$ cat src/rtl/axis_mm2s_cmd_sched.sv
// axis_mm2s_cmd_sched: round-robin DataMover MM2S command scheduler with per-channel tag tracking.
// Optional MM2S_STS_ERR_HALT_EN: an error status drains its channel and blocks restart until reset.
module axis_mm2s_cmd_sched #(
    parameter int NUM_CH    = 2,
    parameter int ADDR_W    = 32,
    parameter int PKT_BYTES = 4096,
    parameter int MAX_OUTST = 4
) (
    input  logic                     axi_aclk,
    input  logic                     axi_rstb,
    output logic [ADDR_W+39:0]       cmd_tdata,
    output logic                     cmd_tvalid,
    input  logic                     cmd_tready,
    input  logic [7:0]               sts_tdata,
    input  logic                     sts_tvalid,
    output logic                     sts_tready,
    input  logic [NUM_CH-1:0]        start,
    input  logic [NUM_CH-1:0]        stop,
    input  logic [NUM_CH-1:0]        loop_en,
    input  logic [NUM_CH*ADDR_W-1:0] base_addr,
    input  logic [NUM_CH*32-1:0]     cap_size,
    output logic [NUM_CH-1:0]        ch_busy,
    output logic [NUM_CH*ADDR_W-1:0] current_addr,
    output logic [NUM_CH*8-1:0]      run_cycles,
    output logic [7:0]               last_status,
    output logic                     err
);
    localparam int CW = NUM_CH > 1 ? $clog2(NUM_CH) : 1;
    localparam logic [31:0] PKT = 32'(PKT_BYTES);

    typedef enum logic [1:0] {IDLE, ACTIVE, DRAIN} state_t;

    state_t            st_q    [NUM_CH];
    state_t            st_d    [NUM_CH];
    logic [ADDR_W-1:0] base_q  [NUM_CH];
    logic [31:0]       size_q  [NUM_CH];
    logic [31:0]       off_q   [NUM_CH];
    logic [3:0]        outst_q [NUM_CH];
    logic [ADDR_W-1:0] cur_q   [NUM_CH];
    logic [7:0]        runc_q  [NUM_CH];
    logic [CW-1:0]     last_ch, pick;
    logic [4:0]        idx;
    logic              found, slot, do_load, accept, chunk_last, sts_err, stray;
    logic [31:0]       rem;
    logic [22:0]       btt;
    logic [ADDR_W-1:0] saddr;
    logic [3:0]        cmd_tag;
    logic [NUM_CH-1:0] pend, elig, inc, dec, sts_hit, halt, blocked;

    assign sts_tready = 1'b1;
    assign cmd_tag    = cmd_tdata[ADDR_W+35:ADDR_W+32];
    assign accept     = cmd_tvalid & cmd_tready;
    assign slot       = ~cmd_tvalid | cmd_tready;
    assign sts_err    = |sts_tdata[6:4];

    // the command sitting in the output register counts against its channel's outstanding limit
    always_comb begin
        for (int c = 0; c < NUM_CH; c++) begin
            pend[c]    = cmd_tvalid && cmd_tag == 4'(c);
            elig[c]    = st_q[c] == ACTIVE && !stop[c] && 5'(outst_q[c]) + 5'(pend[c]) < 5'(MAX_OUTST);
            sts_hit[c] = sts_tvalid && sts_tdata[3:0] == 4'(c);
            inc[c]     = accept && pend[c];
            dec[c]     = sts_hit[c] && outst_q[c] != 4'd0;
        end
        stray = sts_tvalid && dec == '0;
    end

    always_comb begin
        found = 1'b0;
        pick  = last_ch;
        idx   = '0;
        for (int i = 1; i <= NUM_CH; i++) begin
            idx = 5'(last_ch) + 5'(i);
            idx = idx >= 5'(NUM_CH) ? idx - 5'(NUM_CH) : idx;
            if (!found && elig[CW'(idx)]) begin
                found = 1'b1;
                pick  = CW'(idx);
            end
        end
    end

    assign rem        = size_q[pick] - off_q[pick];
    assign chunk_last = rem <= PKT;
    assign btt        = chunk_last ? rem[22:0] : PKT[22:0];
    assign saddr      = base_q[pick] + ADDR_W'(off_q[pick]);
    assign do_load    = slot && found;

`ifdef MM2S_STS_ERR_HALT_EN
    logic [NUM_CH-1:0] halt_q;
    assign halt    = sts_err ? sts_hit : '0;
    assign blocked = halt_q;
    always_ff @(posedge axi_aclk) halt_q <= !axi_rstb ? '0 : halt_q | halt;
`else
    assign halt    = '0;
    assign blocked = '0;
`endif

    always_comb begin
        for (int c = 0; c < NUM_CH; c++) begin
            st_d[c] = st_q[c];
            case (st_q[c])
                IDLE:    if (start[c] && cap_size[c*32 +: 32] != 32'd0 && !blocked[c]) st_d[c] = ACTIVE;
                ACTIVE:  if (stop[c] || halt[c] || (do_load && pick == CW'(c) && chunk_last && !loop_en[c])) st_d[c] = DRAIN;
                DRAIN:   if (outst_q[c] == 4'd0 && !pend[c]) st_d[c] = IDLE;
                default: st_d[c] = IDLE;
            endcase
        end
    end

    always_ff @(posedge axi_aclk) begin
        if (!axi_rstb) begin
            cmd_tvalid  <= 1'b0;
            cmd_tdata   <= '0;
            last_ch     <= CW'(NUM_CH - 1);
            last_status <= '0;
            err         <= 1'b0;
            for (int c = 0; c < NUM_CH; c++) begin
                st_q[c]    <= IDLE;
                base_q[c]  <= '0;
                size_q[c]  <= '0;
                off_q[c]   <= '0;
                outst_q[c] <= '0;
                cur_q[c]   <= '0;
                runc_q[c]  <= '0;
            end
        end else begin
            if (do_load) begin
                cmd_tdata <= {4'd0, 4'(pick), saddr, 1'b0, chunk_last, 6'd0, 1'b1, btt};
                last_ch   <= pick;
            end
            cmd_tvalid <= do_load || (cmd_tvalid && !cmd_tready);
            if (sts_tvalid) last_status <= sts_tdata;
            err <= err || stray || (sts_tvalid && sts_err);
            for (int c = 0; c < NUM_CH; c++) begin
                st_q[c] <= st_d[c];
                if (st_q[c] == IDLE && st_d[c] == ACTIVE) begin
                    base_q[c] <= base_addr[c*ADDR_W +: ADDR_W];
                    size_q[c] <= cap_size[c*32 +: 32];
                    off_q[c]  <= '0;
                    cur_q[c]  <= '0;
                    runc_q[c] <= '0;
                end else if (do_load && pick == CW'(c)) begin
                    off_q[c] <= chunk_last ? '0 : off_q[c] + PKT;
                    if (chunk_last) runc_q[c] <= runc_q[c] + 8'd1;
                end
                if (inc[c]) cur_q[c] <= cmd_tdata[ADDR_W+31:32];
                outst_q[c] <= outst_q[c] + 4'(inc[c]) - 4'(dec[c]);
            end
        end
    end

    always_comb begin
        for (int c = 0; c < NUM_CH; c++) begin
            ch_busy[c]                     = st_q[c] != IDLE;
            current_addr[c*ADDR_W +: ADDR_W] = cur_q[c];
            run_cycles[c*8 +: 8]           = runc_q[c];
        end
    end
endmodule

$ cat config.mk
export PLATFORM = sky130hd
export DESIGN_NAME = axis_mm2s_cmd_sched
export DESIGN_NICKNAME = d
export VERILOG_FILES = /design/src/rtl/axis_mm2s_cmd_sched.sv
export SDC_FILE = /design/constraint.sdc
export NUM_CORES = 1
export LEC_CHECK = 0
export CORE_ASPECT_RATIO = 0.75
export CORE_MARGIN = 1
export CORE_UTILIZATION = 25
export CTS_CLUSTER_SIZE = 12
export DETAILED_ROUTE_END_ITERATION = 6
export SLEW_MARGIN = 15
export SYNTH_ARGS = -nofsm -noshare
export SYNTH_HDL_FRONTEND = slang
export SYNTH_SLANG_ARGS = --single-unit
$ cat constraint.sdc
create_clock -name axi_aclk -period 12.1 [get_ports axi_aclk]
set_clock_uncertainty 0.15 [all_clocks]
set_input_delay 3.63 -clock axi_aclk [delete_from_list [all_inputs] [get_ports axi_aclk]]
set_output_delay 3.63 -clock axi_aclk [all_outputs]
set_load 0.01 [all_outputs]
==> results.md <==
Logic synthesis:
- Sorting the synthesized cells by area gives the leading types as sky130_fd_sc_hd__edfxtp_1 (43%), sky130_fd_sc_hd__dfxtp_1 (9.5%), sky130_fd_sc_hd__and2_1 (5.0%).
- The synthesized design spends more area on one cell type than any other, namely sky130_fd_sc_hd__edfxtp_1.
- Synthesis produced 1679 cells.
- The complex-gate fraction of the synthesized area was 0.0870.
- The yosys synthesis warning count is 0.
- The mux share of post-synthesis cell area is 0.0308.
- The XOR/XNOR share of the synthesized area is 0.0430.
- In the synthesized netlist, the cells that appear most often are sky130_fd_sc_hd__edfxtp_1 (248), sky130_fd_sc_hd__nand2_1 (223), sky130_fd_sc_hd__and2_1 (137).
- The most used flip-flop cell after synthesis is sky130_fd_sc_hd__edfxtp_1.
- Yosys mapped the design onto 78 distinct sky130hd cell types.
- The mapped netlist covers 17100 µm².
- The synthesized design contains 248 enable-type register cells.
- The synthesized-area fraction occupied by and/or/nand/nor cells is 0.232.
- The proportion of register bits with asynchronous set or reset after synthesis is 0.
- The portion of synthesized cell area occupied by the leading cell type is 0.435.
- The sequential cell area fraction in the yosys report is 0.529.
- Yosys instantiated no cell more often than sky130_fd_sc_hd__edfxtp_1.
- The post-synthesis share of cell area spent on full adders, half adders and majority gates is 0.0387.
- The synthesis-stage register bit count is 329.
- After synthesis, the mean cell area works out to 10.2 µm².
- The dominant combinational cell family by area after synthesis is simple AND/OR/NAND/NOR gates.

GRT:
- The number of global-route vias before repair came to 13200.
- For this run, the total global-route usage over all layers was measured as 0.161.
- The remaining global-route overflow is 0.
- The first global-routing pass estimated 85100 µm of wire.
- The initial antenna violation count is 5.
- Entering global routing, the biggest net connects 96 pins.

Place:
- The worst setup slack before clock tree synthesis is 1.48 ns.
- The post-DP HPWL is 43400 µm.
- The placer's final routability congestion estimate is 0.954.
- In this run, placement finished with an instance count of 2791.
- The instance area at placement is 21000 µm².
- Input and output buffers added on the ports amount to 295.

Drt:
- The routed layout has 13700 vias.
- The length of the first detailed-routing pass in iterations is 5.
- The total wire length after detailed routing is 57300 µm.
- The DRC violations left is 0.
- After the first detailed-routing iteration, the DRC count stood at 1420.
- In this run the remaining antenna-violating nets after routing total 0.
- After detailed routing, the number of vias per cell comes to 4.79.
- The routed length per placed instance is 20.0 µm.

Clock tree:
- The root buffer cell chosen for the clock tree is sky130_fd_sc_hd__clkbuf_16.
- The sink count of the clock tree is 329.
- Hold repair after CTS inserted 0 buffers.
- Clock latency on the worst-skew pair, taken at its later pin, is 0.56 ns.
- Clock-pin slew was measured on the worst setup and hold paths at 0.06 ns.
- The post-CTS resize count is 0.
- The count of buffers added by post-CTS timing repair for setup is 0.
- TritonCTS built the clock tree.
- The number of levels in the clock H-tree is 2.
- The maximum buffer depth of the clock tree is 3.
- The number of clock buffers added by TritonCTS is 38.

Timing:
- The slew at the pin closest to its max-slew limit is 1.10 ns.
- The setup violation total in the final timing report is 0.
- Setup repair after global routing left no endpoint under its margin.
- The minimum period implied by the final worst setup slack is 10.18 ns.
- The count of pins over their slew limit is 0.
- The maximum operating frequency is 98.2 MHz.
- The final number of hold-violating endpoints is 0.
- The worst hold slack is 0.297 ns.
- The share of the cycle needed by the critical path after routing is 0.842.
- Setup total negative slack on the finished layout was measured at 0 ns.
- The worst pin sits at a relative slew slack of 0.261.
- The setup slack after layout is 1.92 ns.

Critical path:
- For the worst setup path, the data required time is 12.26 ns.
- STA classifies the critical path startpoint as a primary input.
- The worst setup path is captured at a flop.
- The worst setup path is of the in2reg kind.
- The signal arrival time at the worst endpoint is 10.35 ns.
- Along the worst path, the maximum fanout reaches 14.

Floorplan:
- The core region area is 67300 µm².
- In this run the count of I/O pins placed on the die edge is 311.
- The die extent in y is 229 µm.
- The die covers 69600 µm².
- The starting density of the core is 0.254.
- The number of placement rows is 82.
- Measured along the x axis, the die boundary spans 304 µm.

Pwr:
- In this run the power density over the cells is 154 nW/µm².
- The standby leakage power is 8.59 nW.
- The worst-case IR drop observed on VDD is 0.0830 mV.
- Power comes to 3.41 mW.

Finish:
- The core occupancy in the finished layout is 0.330.
- The finished layout holds 2860 standard cells, fillers aside.
- The cell area after layout is 22200 µm².
- Compared with the post-synthesis result, the final layout area differs by 29.5%.
- Counting the fill cells in the layout gives 6802.
- The diode insertion count for antenna repair is 0.
- The fraction of final layout cells sized beyond drive strength 1 is 0.0597.
- The net count of the finished layout is 2146.
- Summing all multi-input logic gate instances after layout gives 7490 µm².
- The sequential cell area is 9070 µm².

Status:
- The flow ran to the end, and the final reports show no timing, DRC or antenna violations.

Worst hold path:
- The class of the tightest hold or removal check is reg2reg.

Run:
- Max-cap violations in this run came to 0.
registers in the layout (all words and copies together) (netlist names):
signal and cells:
outst_q 8, err 1, cmd_tdata 58, st_q 4, last_ch 1, base_q 64, cmd_tvalid 1, size_q 64
off_q 40, runc_q 16, cur_q 64, last_status 8
critical path, cell delays in order:
cell and delay [ns]:
sky130_fd_sc_hd__clkdlybuf4s50_1 0.47, sky130_fd_sc_hd__nor4bb_1 0.34, sky130_fd_sc_hd__mux2i_2 0.21, sky130_fd_sc_hd__or3_1 0.56, sky130_fd_sc_hd__nand2_4 0.23, sky130_fd_sc_hd__mux2i_1 0.26, sky130_fd_sc_hd__ha_1 0.33, sky130_fd_sc_hd__a21o_1 0.20
sky130_fd_sc_hd__a21oi_1 0.36, sky130_fd_sc_hd__o21ba_2 0.21, sky130_fd_sc_hd__o21ai_0 0.17, sky130_fd_sc_hd__a311o_1 0.37, sky130_fd_sc_hd__o311a_1 0.37, sky130_fd_sc_hd__a221o_1 0.32, sky130_fd_sc_hd__or4b_1 0.52, sky130_fd_sc_hd__nor4_2 0.84
sky130_fd_sc_hd__nand2b_1 0.60, sky130_fd_sc_hd__buf_4 0.28, sky130_fd_sc_hd__nor2_2 0.05
worst paths after layout:
path	slack, ns	to	start	depth (start not counted)
worst max register to register	4.92	off_q[0][27]	cmd_tdata[64]	18
worst min register to register	0.30	cmd_tdata[30]	cmd_tdata[30]	2
worst min-delay path	0.30	cmd_tdata[30]	cmd_tdata[30]	2
worst max-delay path	1.92	off_q[0][27]	stop[0]	19
where the power goes:
part	internal [mW]	switching, mW	total [mW]
combinational	0.341	0.527	0.868
sequential	1.32	0.0805	1.40
clock	0.655	0.486	1.14
layout by cell type (no fill, tap or decap), types with 9 or more instances in the layout:
cell type                         netlist  layout
sky130_fd_sc_hd__clkdlybuf4s50_1        0     294
sky130_fd_sc_hd__edfxtp_1             248     248
sky130_fd_sc_hd__nand2_1              223     222
sky130_fd_sc_hd__and2_1               137     137
sky130_fd_sc_hd__nor2_1               136     135
sky130_fd_sc_hd__and3_1                88      88
sky130_fd_sc_hd__dfxtp_1               81      81
sky130_fd_sc_hd__a21oi_1               66      65
sky130_fd_sc_hd__inv_1                 55      53
sky130_fd_sc_hd__ha_1                  49      49
sky130_fd_sc_hd__nand3_1               47      47
sky130_fd_sc_hd__o21ai_0               47      46
sky130_fd_sc_hd__mux2i_1               45      45
sky130_fd_sc_hd__xnor2_1               42      42
sky130_fd_sc_hd__xor2_1                42      42
sky130_fd_sc_hd__clkbuf_16              0      39
sky130_fd_sc_hd__nor4_1                29      29
sky130_fd_sc_hd__nor3_1                25      25
sky130_fd_sc_hd__nand4_1               20      20
sky130_fd_sc_hd__buf_4                 16      19
sky130_fd_sc_hd__a311oi_1              15      15
sky130_fd_sc_hd__conb_1                 2      15
sky130_fd_sc_hd__a21o_1                13      13
sky130_fd_sc_hd__nor2b_1               10      10
sky130_fd_sc_hd__or3_1                 10      10
sky130_fd_sc_hd__nand2b_1              12      10
sky130_fd_sc_hd__o211ai_1              10      10
sky130_fd_sc_hd__nor2_2                10       9
cells by family (layout without fill, tap and decap cells):
| logic type | count (synthesis) | in the layout |
|---|---|---|
| simple gates | 781 | 781 |
| flops | 329 | 329 |
| compound gates | 227 | 227 |
| buf+inv | 153 | 439 |
| xor+xnor | 84 | 84 |
| fa+ha+maj | 52 | 52 |
| mux | 51 | 51 |
| other cells | 2 | 15 |
cell type report:
type / instances / area share
multi-input cells: 1210 / 0.338
flip-flops and latches: 329 / 0.409
well taps: 882 / 0.0497
repair buffers: 314 / 0.139
inverters: 56 / 0.00947
clock inverters: 16 / 0.00620
clock buffers: 53 / 0.0491
layer usage:
layer,global-route usage,share of wire,vias to the layer above
met5,0,0.00056,-
met4,0.0292,0.013,4
met3,0.0338,0.073,62
met2,0.233,0.42,506
met1,0.245,0.49,6628
li1,-,-,6499
Note: power is estimated with default switching activity, not from simulation.
